File: src/rtl/bcd_scan_ctrl_pkg.sv
// Shared types and constants for the seven-segment scan controller:
// FSM state encoding and the BCD segment table ({g,f,e,d,c,b,a}, active-high).
package bcd_scan_pkg;

  typedef enum logic [1:0] {
    ST_IDLE = 2'd0,
    ST_SHOW = 2'd1,
    ST_GAP  = 2'd2
  } scan_state_e;

  localparam logic [6:0] SEG_BLANK = 7'h00;

  // Entry 0 sits in the least significant slice; codes 10..15 are blank.
  localparam logic [15:0][6:0] SEG_TABLE = {
    7'h00, 7'h00, 7'h00, 7'h00, 7'h00, 7'h00,
    7'h6F, 7'h7F, 7'h07, 7'h7D, 7'h6D, 7'h66, 7'h4F, 7'h5B, 7'h06, 7'h3F
  };

endpackage

File: src/rtl/bcd_scan_ctrl_if.sv
// Host write port of the scan controller. A write is a single-cycle strobe:
// wr_en high at a rising edge transfers wr_data to wr_addr; there is no ready, every write is accepted.
interface bcd_scan_ctrl_if #(
  parameter int NUM_DIGITS = 4
);
  localparam int AW = $clog2(NUM_DIGITS);

  logic          wr_en;
  logic [AW-1:0] wr_addr;
  logic [3:0]    wr_data;

  modport master (output wr_en, wr_addr, wr_data);
  modport slave  (input  wr_en, wr_addr, wr_data);
endinterface

File: src/rtl/bcd_scan_ctrl_seg_dec.sv
// Combinational BCD to seven-segment decoder, one instance shared by all positions.
module bcd_seg_dec
  import bcd_scan_pkg::*;
(
  input  logic [3:0] bcd,
  output logic [6:0] seg
);

  assign seg = SEG_TABLE[bcd];

endmodule

File: src/rtl/bcd_scan_ctrl.sv
// Time-multiplexed seven-segment scan controller with a blanking gap between digits.
// Optional build macro LEADING_ZERO_BLANK_EN blanks leading zero positions (position 0 never blanked).
module bcd_scan_ctrl
  import bcd_scan_pkg::*;
#(
  parameter int  NUM_DIGITS = 4,
  parameter int  SCAN_DIV   = 4,
  parameter int  GAP_CYCLES = 1,
  localparam int AW         = $clog2(NUM_DIGITS)
) (
  input  logic                  clk,
  input  logic                  rst_asyn,
  input  logic                  enable,
  bcd_scan_ctrl_if.slave        wr,
  output logic [6:0]            seg,
  output logic [NUM_DIGITS-1:0] an,
  output logic [AW-1:0]         digit_idx,
  output logic                  frame_done,
  output scan_state_e           state_dbg
);

  localparam int CNT_MAX = (SCAN_DIV > GAP_CYCLES) ? SCAN_DIV : GAP_CYCLES;
  localparam int CW      = $clog2(CNT_MAX + 1);

  localparam logic [CW-1:0]         SHOW_LAST = CW'(SCAN_DIV - 1);
  localparam logic [CW-1:0]         GAP_LAST  = CW'((GAP_CYCLES > 0) ? GAP_CYCLES - 1 : 0);
  localparam logic [AW-1:0]         IDX_LAST  = AW'(NUM_DIGITS - 1);
  localparam logic [AW:0]           ND        = (AW + 1)'(NUM_DIGITS);
  localparam logic [NUM_DIGITS-1:0] AN_OFF    = {NUM_DIGITS{1'b1}};

  scan_state_e                 state_q, state_d;
  logic [AW-1:0]               idx_q, idx_d;
  logic [CW-1:0]               pre_q, pre_d;
  logic [NUM_DIGITS-1:0][3:0]  digit_q, digit_d;
  logic [6:0]                  seg_q, seg_d;
  logic [NUM_DIGITS-1:0]       an_q, an_d;
  logic                        fd_q, fd_d;
  logic                        advance;
  logic                        blank_lz;
  logic [3:0]                  dec_in;
  logic [6:0]                  dec_seg;

  always_ff @(posedge clk or posedge rst_asyn) begin
    if (rst_asyn) begin
      state_q <= ST_IDLE;
      idx_q   <= '0;
      pre_q   <= '0;
      digit_q <= '0;
      seg_q   <= SEG_BLANK;
      an_q    <= AN_OFF;
      fd_q    <= 1'b0;
    end else begin
      state_q <= state_d;
      idx_q   <= idx_d;
      pre_q   <= pre_d;
      digit_q <= digit_d;
      seg_q   <= seg_d;
      an_q    <= an_d;
      fd_q    <= fd_d;
    end
  end

  always_comb begin
    digit_d = digit_q;
    if (wr.wr_en && ({1'b0, wr.wr_addr} < ND)) begin
      digit_d[wr.wr_addr] = wr.wr_data;
    end
  end

  // The prescaler times both the lit slot and the gap; it is cleared on every state change.
  always_comb begin
    state_d = state_q;
    idx_d   = idx_q;
    pre_d   = pre_q;
    fd_d    = 1'b0;
    advance = 1'b0;
    case (state_q)
      ST_IDLE: begin
        idx_d = '0;
        pre_d = '0;
        if (enable) state_d = ST_SHOW;
      end
      ST_SHOW: begin
        if (pre_q == SHOW_LAST) begin
          pre_d = '0;
          if (GAP_CYCLES > 0) state_d = ST_GAP;
          else                advance = 1'b1;
        end else begin
          pre_d = pre_q + 1'b1;
        end
      end
      ST_GAP: begin
        if (pre_q == GAP_LAST) begin
          pre_d   = '0;
          advance = 1'b1;
        end else begin
          pre_d = pre_q + 1'b1;
        end
      end
      default: state_d = ST_IDLE;
    endcase

    // Enable is only honoured at slot boundaries so a slot is never truncated.
    if (advance) begin
      fd_d  = (idx_q == IDX_LAST);
      idx_d = (idx_q == IDX_LAST) ? '0 : idx_q + 1'b1;
      if (enable) begin
        state_d = ST_SHOW;
      end else begin
        state_d = ST_IDLE;
        idx_d   = '0;
      end
    end
  end

  // Outputs are computed from next-state so they are registered on the edge entering a state.
  assign dec_in = digit_q[idx_d];

  bcd_seg_dec u_dec (
    .bcd (dec_in),
    .seg (dec_seg)
  );

  always_comb begin
`ifdef LEADING_ZERO_BLANK_EN
    blank_lz = (dec_in == 4'd0) && (idx_d != '0);
    for (int i = 0; i < NUM_DIGITS; i++) begin
      if ((i > int'(idx_d)) && (digit_q[i] != 4'd0)) blank_lz = 1'b0;
    end
`else
    blank_lz = 1'b0;
`endif
    an_d  = AN_OFF;
    seg_d = SEG_BLANK;
    if (state_d == ST_SHOW) begin
      an_d  = ~(NUM_DIGITS'(1) << idx_d);
      seg_d = blank_lz ? SEG_BLANK : dec_seg;
    end
  end

  assign seg        = seg_q;
  assign an         = an_q;
  assign digit_idx  = idx_q;
  assign frame_done = fd_q;
  assign state_dbg  = state_q;

endmodule

File: src/flat_wrapper.sv
// flat-port wrapper written by rule: the top's interface ports become plain ports
module bcd_scan_ctrl_flat import bcd_scan_pkg::*;
#(
  parameter int  NUM_DIGITS = 4,
  parameter int  SCAN_DIV   = 4,
  parameter int  GAP_CYCLES = 1,
  localparam int AW         = $clog2(NUM_DIGITS)
)
  (clk, rst_asyn, enable, seg, an, digit_idx, frame_done, state_dbg, wr_wr_en, wr_wr_addr, wr_wr_data);
  bcd_scan_ctrl_if #(.NUM_DIGITS(NUM_DIGITS)) wr_i ();
  input  logic clk;
  input  logic rst_asyn;
  input  logic enable;
  output logic [6:0] seg;
  output logic [NUM_DIGITS-1:0] an;
  output logic [AW-1:0] digit_idx;
  output logic frame_done;
  output scan_state_e state_dbg;
  input wire logic [$bits(wr_i.wr_en)-1:0] wr_wr_en;
  input wire logic [$bits(wr_i.wr_addr)-1:0] wr_wr_addr;
  input wire logic [$bits(wr_i.wr_data)-1:0] wr_wr_data;
  assign wr_i.wr_en = wr_wr_en;
  assign wr_i.wr_addr = wr_wr_addr;
  assign wr_i.wr_data = wr_wr_data;
  bcd_scan_ctrl #(.NUM_DIGITS(NUM_DIGITS), .SCAN_DIV(SCAN_DIV), .GAP_CYCLES(GAP_CYCLES)) u_core (.clk(clk), .rst_asyn(rst_asyn), .enable(enable), .wr(wr_i), .seg(seg), .an(an), .digit_idx(digit_idx), .frame_done(frame_done), .state_dbg(state_dbg));
endmodule
File: config.mk
export PLATFORM = sky130hd
export DESIGN_NAME = bcd_scan_ctrl_flat
export DESIGN_NICKNAME = d
export VERILOG_FILES = /design/src/rtl/bcd_scan_ctrl_pkg.sv /design/src/rtl/bcd_scan_ctrl_if.sv /design/src/rtl/bcd_scan_ctrl_seg_dec.sv /design/src/rtl/bcd_scan_ctrl.sv /design/src/flat_wrapper.sv
export SDC_FILE = /design/constraint.sdc
export NUM_CORES = 1
export LEC_CHECK = 0
export ABC_AREA = 1
export CORE_MARGIN = 1.5
export CORE_UTILIZATION = 50
export CTS_BUF_LIST = sky130_fd_sc_hd__clkbuf_2
export DETAILED_ROUTE_END_ITERATION = 7
export GPL_TIMING_DRIVEN = 0
export PLACE_DENSITY_LB_ADDON = 0.05
export SYNTH_ARGS = -nofsm -noshare
export SYNTH_HDL_FRONTEND = slang
export SYNTH_HIERARCHICAL = 1
export SYNTH_SLANG_ARGS = --single-unit
File: constraint.sdc
create_clock -name clk -period 3.05 [get_ports clk]
set_clock_uncertainty 0.15 [all_clocks]
set_input_delay 0.7625 -clock clk [delete_from_list [all_inputs] [get_ports clk]]
set_output_delay 0.7625 -clock clk [all_outputs]
set_load 0.005 [all_outputs]
==> run_results.csv <==
group,metric,value,unit
setup_path,critPathKind,"in2reg",
setup_path,crit_arrival,2.97,ns
timing,finalSetupViolCount,0,
grt,grt-ovfl-total,0,
layout,area_delta_synth_final,20.72,%
setup_path,cpMostUsedCell,"nand2_1",
synthesis,ys_warn_count,6,
die,core,3689,um^2
hold_path,hold_class,"reg2reg",
grt,grt_pass1_vias,1328,
clock_network,cts.sinks,35,
detailed_routing,wirelength,3.330,mm
die,die_w,65.26,um
synthesis,synthCells,239,
timing,relSlewSlack,51.13,%
place,gp_congestion,0.7998,
die,die_y,65.26,um
place,port_buffers,25,
layout,drive_above_1_share,15.02,%
layout,final_cells,321,
detailed_routing,drtAntennaViolNets,0,
timing,rsz0062_at_grt,"false",
pwr,vdd.ir_drop.worst,0.3845,mV
clock_network,htree_num_levels,2,
pwr,total_power,1.630,mW
die,rows,22,
timing,slew_violations,0,
place,dpl.hpwl,2.467,mm
synthesis,netlist_area,1938,um^2
pwr,power_density,696.5,nW/um^2
layout,multiInputGateArea,899.6,um^2
die,num_io_pins,26,
clock_network,clk_latency,0.38,ns
grt,grt_max_degree,36,
detailed_routing,routed_via_density,4.673,
timing,max_freq,355.6,MHz
setup_path,crit_path_top_delay_cell,"clkdlybuf4s50_1",
synthesis,synth.avg_cell_area,8.109,um^2
synthesis,ys_ff_latch,35,
setup_path,cp.required,3.21,ns
grt,antenna_found_initial,0,
clock_network,cts_root_buffer,"clkbuf_2",
detailed_routing,via_count,1500,
clock_network,cts_tree,"done",
place,pre_cts_ws,-0.1353,ns
outcome,outcome,"finished clean",
layout,fillers,348,
timing,worst_pin_slew,0.7285,ns
setup_path,startpoint_type,"input port",
timing,period_share,92.19,%
clock_network,hold_buffers,0,
layout,layout.nets,297,
setup_path,max_stage_delay,0.52,ns
detailed_routing,drtPass1Iterations,4,
clock_network,cts_buffers,5,
run,maxCapViolCount,0,
setup_path,cp_max_fo,10,
die,die_area,4259,um^2
die,start_util,52.54,%
setup_path,path_cells,"clkdlybuf4s50_1 > inv_1 > nor2_2 > nand2_4 > nand2_4 > buf_6 > nand2_2 > nand2_1 > nand2_1 > nand2_1 > inv_1 > ha_1 > nand2_1 > nand2_1 > nand2_1 > nand2_1 > inv_1 > nor2_1",
synthesis,synthDistinctLibCells,19,
synthesis,ys_seq_area_share,45.45,%
clock_network,clkSlewWorstSetupHoldPaths,0.18,ns
detailed_routing,drt_iter0_drc,56,
layout,antenna_cells,0,
timing,min_period,2.812,ns
detailed_routing,avgRoutedWirePerCell,10.37,um
clock_network,clock_path_buffers,2,
timing,finalHoldViolCount,0,
layout,final_util,63.43,%
synthesis,syn_nets,264,
grt,grtUsageTotal,17.69,%
layout,register_area,880.8,um^2
setup_path,cp-end-kind,"register",
clock_network,post_cts_resized,0,
clock_network,postCtsSetupRepairBufs,0,
place,dpl.cell_count,312,
detailed_routing,drc,0,
grt,grt_pass1_wl,5.816,mm
timing,setup_tns,0,ns
timing,setup_slack,0.2381,ns
pwr,p_leak,1.214,nW
flip-flops by register name, indices dropped and copies added, names as in the netlist:
signal	flops
u_core/digit_q	16
u_core/seg	7
u_core/an	4
u_core/pre_q	3
u_core/digit_idx	2
u_core/state_dbg	2
u_core/frame_done	1
final cells by class:
cell class | count | share of cell area [%]
plain buffers | 1 | 0.4813
clock buffers | 5 | 1.070
clock inverters | 3 | 1.658
inverters | 39 | 6.257
multi-input cells | 164 | 38.45
flip-flops and latches | 35 | 37.65
well taps | 48 | 2.567
repair buffers | 26 | 11.87
synth_stat cells:
| master | instances | share of area [%] |
|---|---|---|
| inv_1 | 30 | 5.8 |
| nand2_1 | 73 | 14 |
| o21ai_1 | 1 | 0.26 |
| dfrtp_1 | 31 | 40 |
| o21ai_4 | 1 | 0.84 |
| o21ai_0 | 22 | 5.7 |
| nor2_4 | 1 | 0.58 |
| nand3_1 | 17 | 4.4 |
| nor2_1 | 11 | 2.1 |
| dfstp_2 | 4 | 5.4 |
| nand3_2 | 2 | 1.0 |
| o21ai_2 | 1 | 0.45 |
| nor2_2 | 1 | 0.32 |
| nand4_1 | 6 | 1.9 |
| buf_6 | 1 | 0.58 |
| nand2_2 | 10 | 3.2 |
| ha_1 | 15 | 9.7 |
| inv_2 | 9 | 1.7 |
| nand2_4 | 3 | 1.7 |
stage by stage:
stage	hold WS, ns	cell area, um^2
3_5_place_dp	0.3235	2248
6_report	0.3601	2340
4_1_cts	0.3627	2312
3_3_place_gp	0.3179	2248
5_1_grt	0.3876	2340
2_1_floorplan	0.3034	1938
worst max-delay path: cells and delay by family:
| kind | cells | cell delay [ns] |
|---|---|---|
| and+or+nand+nor | 12 | 1.01 |
| buffers and inverters | 5 | 0.92 |
| adders and majority gates | 1 | 0.29 |
logic make-up (layout without fill, tap and decap cells):
| kind of cell | after synthesis | after routing | share of synthesized area, % |
|---|---|---|---|
| buffers and inverters | 40 | 74 | 8.134 |
| adders and majority gates | 15 | 15 | 9.684 |
| and+or+nand+nor | 124 | 124 | 29.50 |
| AOI/OAI and AO/OA | 25 | 25 | 7.231 |
| DFF | 35 | 35 | 45.45 |
power by group:
| group | switching (mW) | leakage [nW] | internal [mW] |
|---|---|---|---|
| Sequential | 0.0476 | 0.444 | 0.562 |
| Clock | 0.153 | 0.0404 | 0.135 |
| Combinational | 0.431 | 0.730 | 0.301 |
final timing paths:
check,start,to,slack [ns],cells after the start
setup / recovery,enable,u_core/seg[3]$_DFF_PP0_,0.24,18
hold / removal,u_core/digit_q[2]$_DFFE_PP0P_,u_core/digit_q[2]$_DFFE_PP0P_,0.36,2
setup reg to reg,u_core/state_dbg[1]$_DFF_PP0_,u_core/seg[3]$_DFF_PP0_,0.33,18
hold reg to reg,u_core/digit_q[2]$_DFFE_PP0P_,u_core/digit_q[2]$_DFFE_PP0P_,0.36,2
max in group asynchronous,rst_asyn,u_core/an[1]$_DFF_PP1_,1.66,3
min in group asynchronous,rst_asyn,u_core/digit_idx[0]$_DFF_PP0_,0.54,2
cell usage in the layout (no fill, tap or decap), types with 9 or more instances in the layout:
master / netlist / routed
ha_1: 15 / 15
dfrtp_1: 31 / 31
nand2_1: 73 / 73
inv_2: 9 / 9
clkdlybuf4s50_1: 0 / 25
nand2_2: 10 / 10
o21ai_0: 22 / 22
nand3_1: 17 / 17
inv_1: 30 / 29
nor2_1: 11 / 11
metal layers:
| layer | global-route usage (%) | wire (um) | vias up |
|---|---|---|---|
| met3 | 5.137 | 126 | 5 |
| met4 | 6.250 | 46 | 0 |
| met5 | 0 | 0 | - |
| met1 | 24.02 | 1692 | 653 |
| met2 | 27.04 | 1465 | 29 |
| li1 | - | - | 813 |
Power figures use the tool's default switching activity.
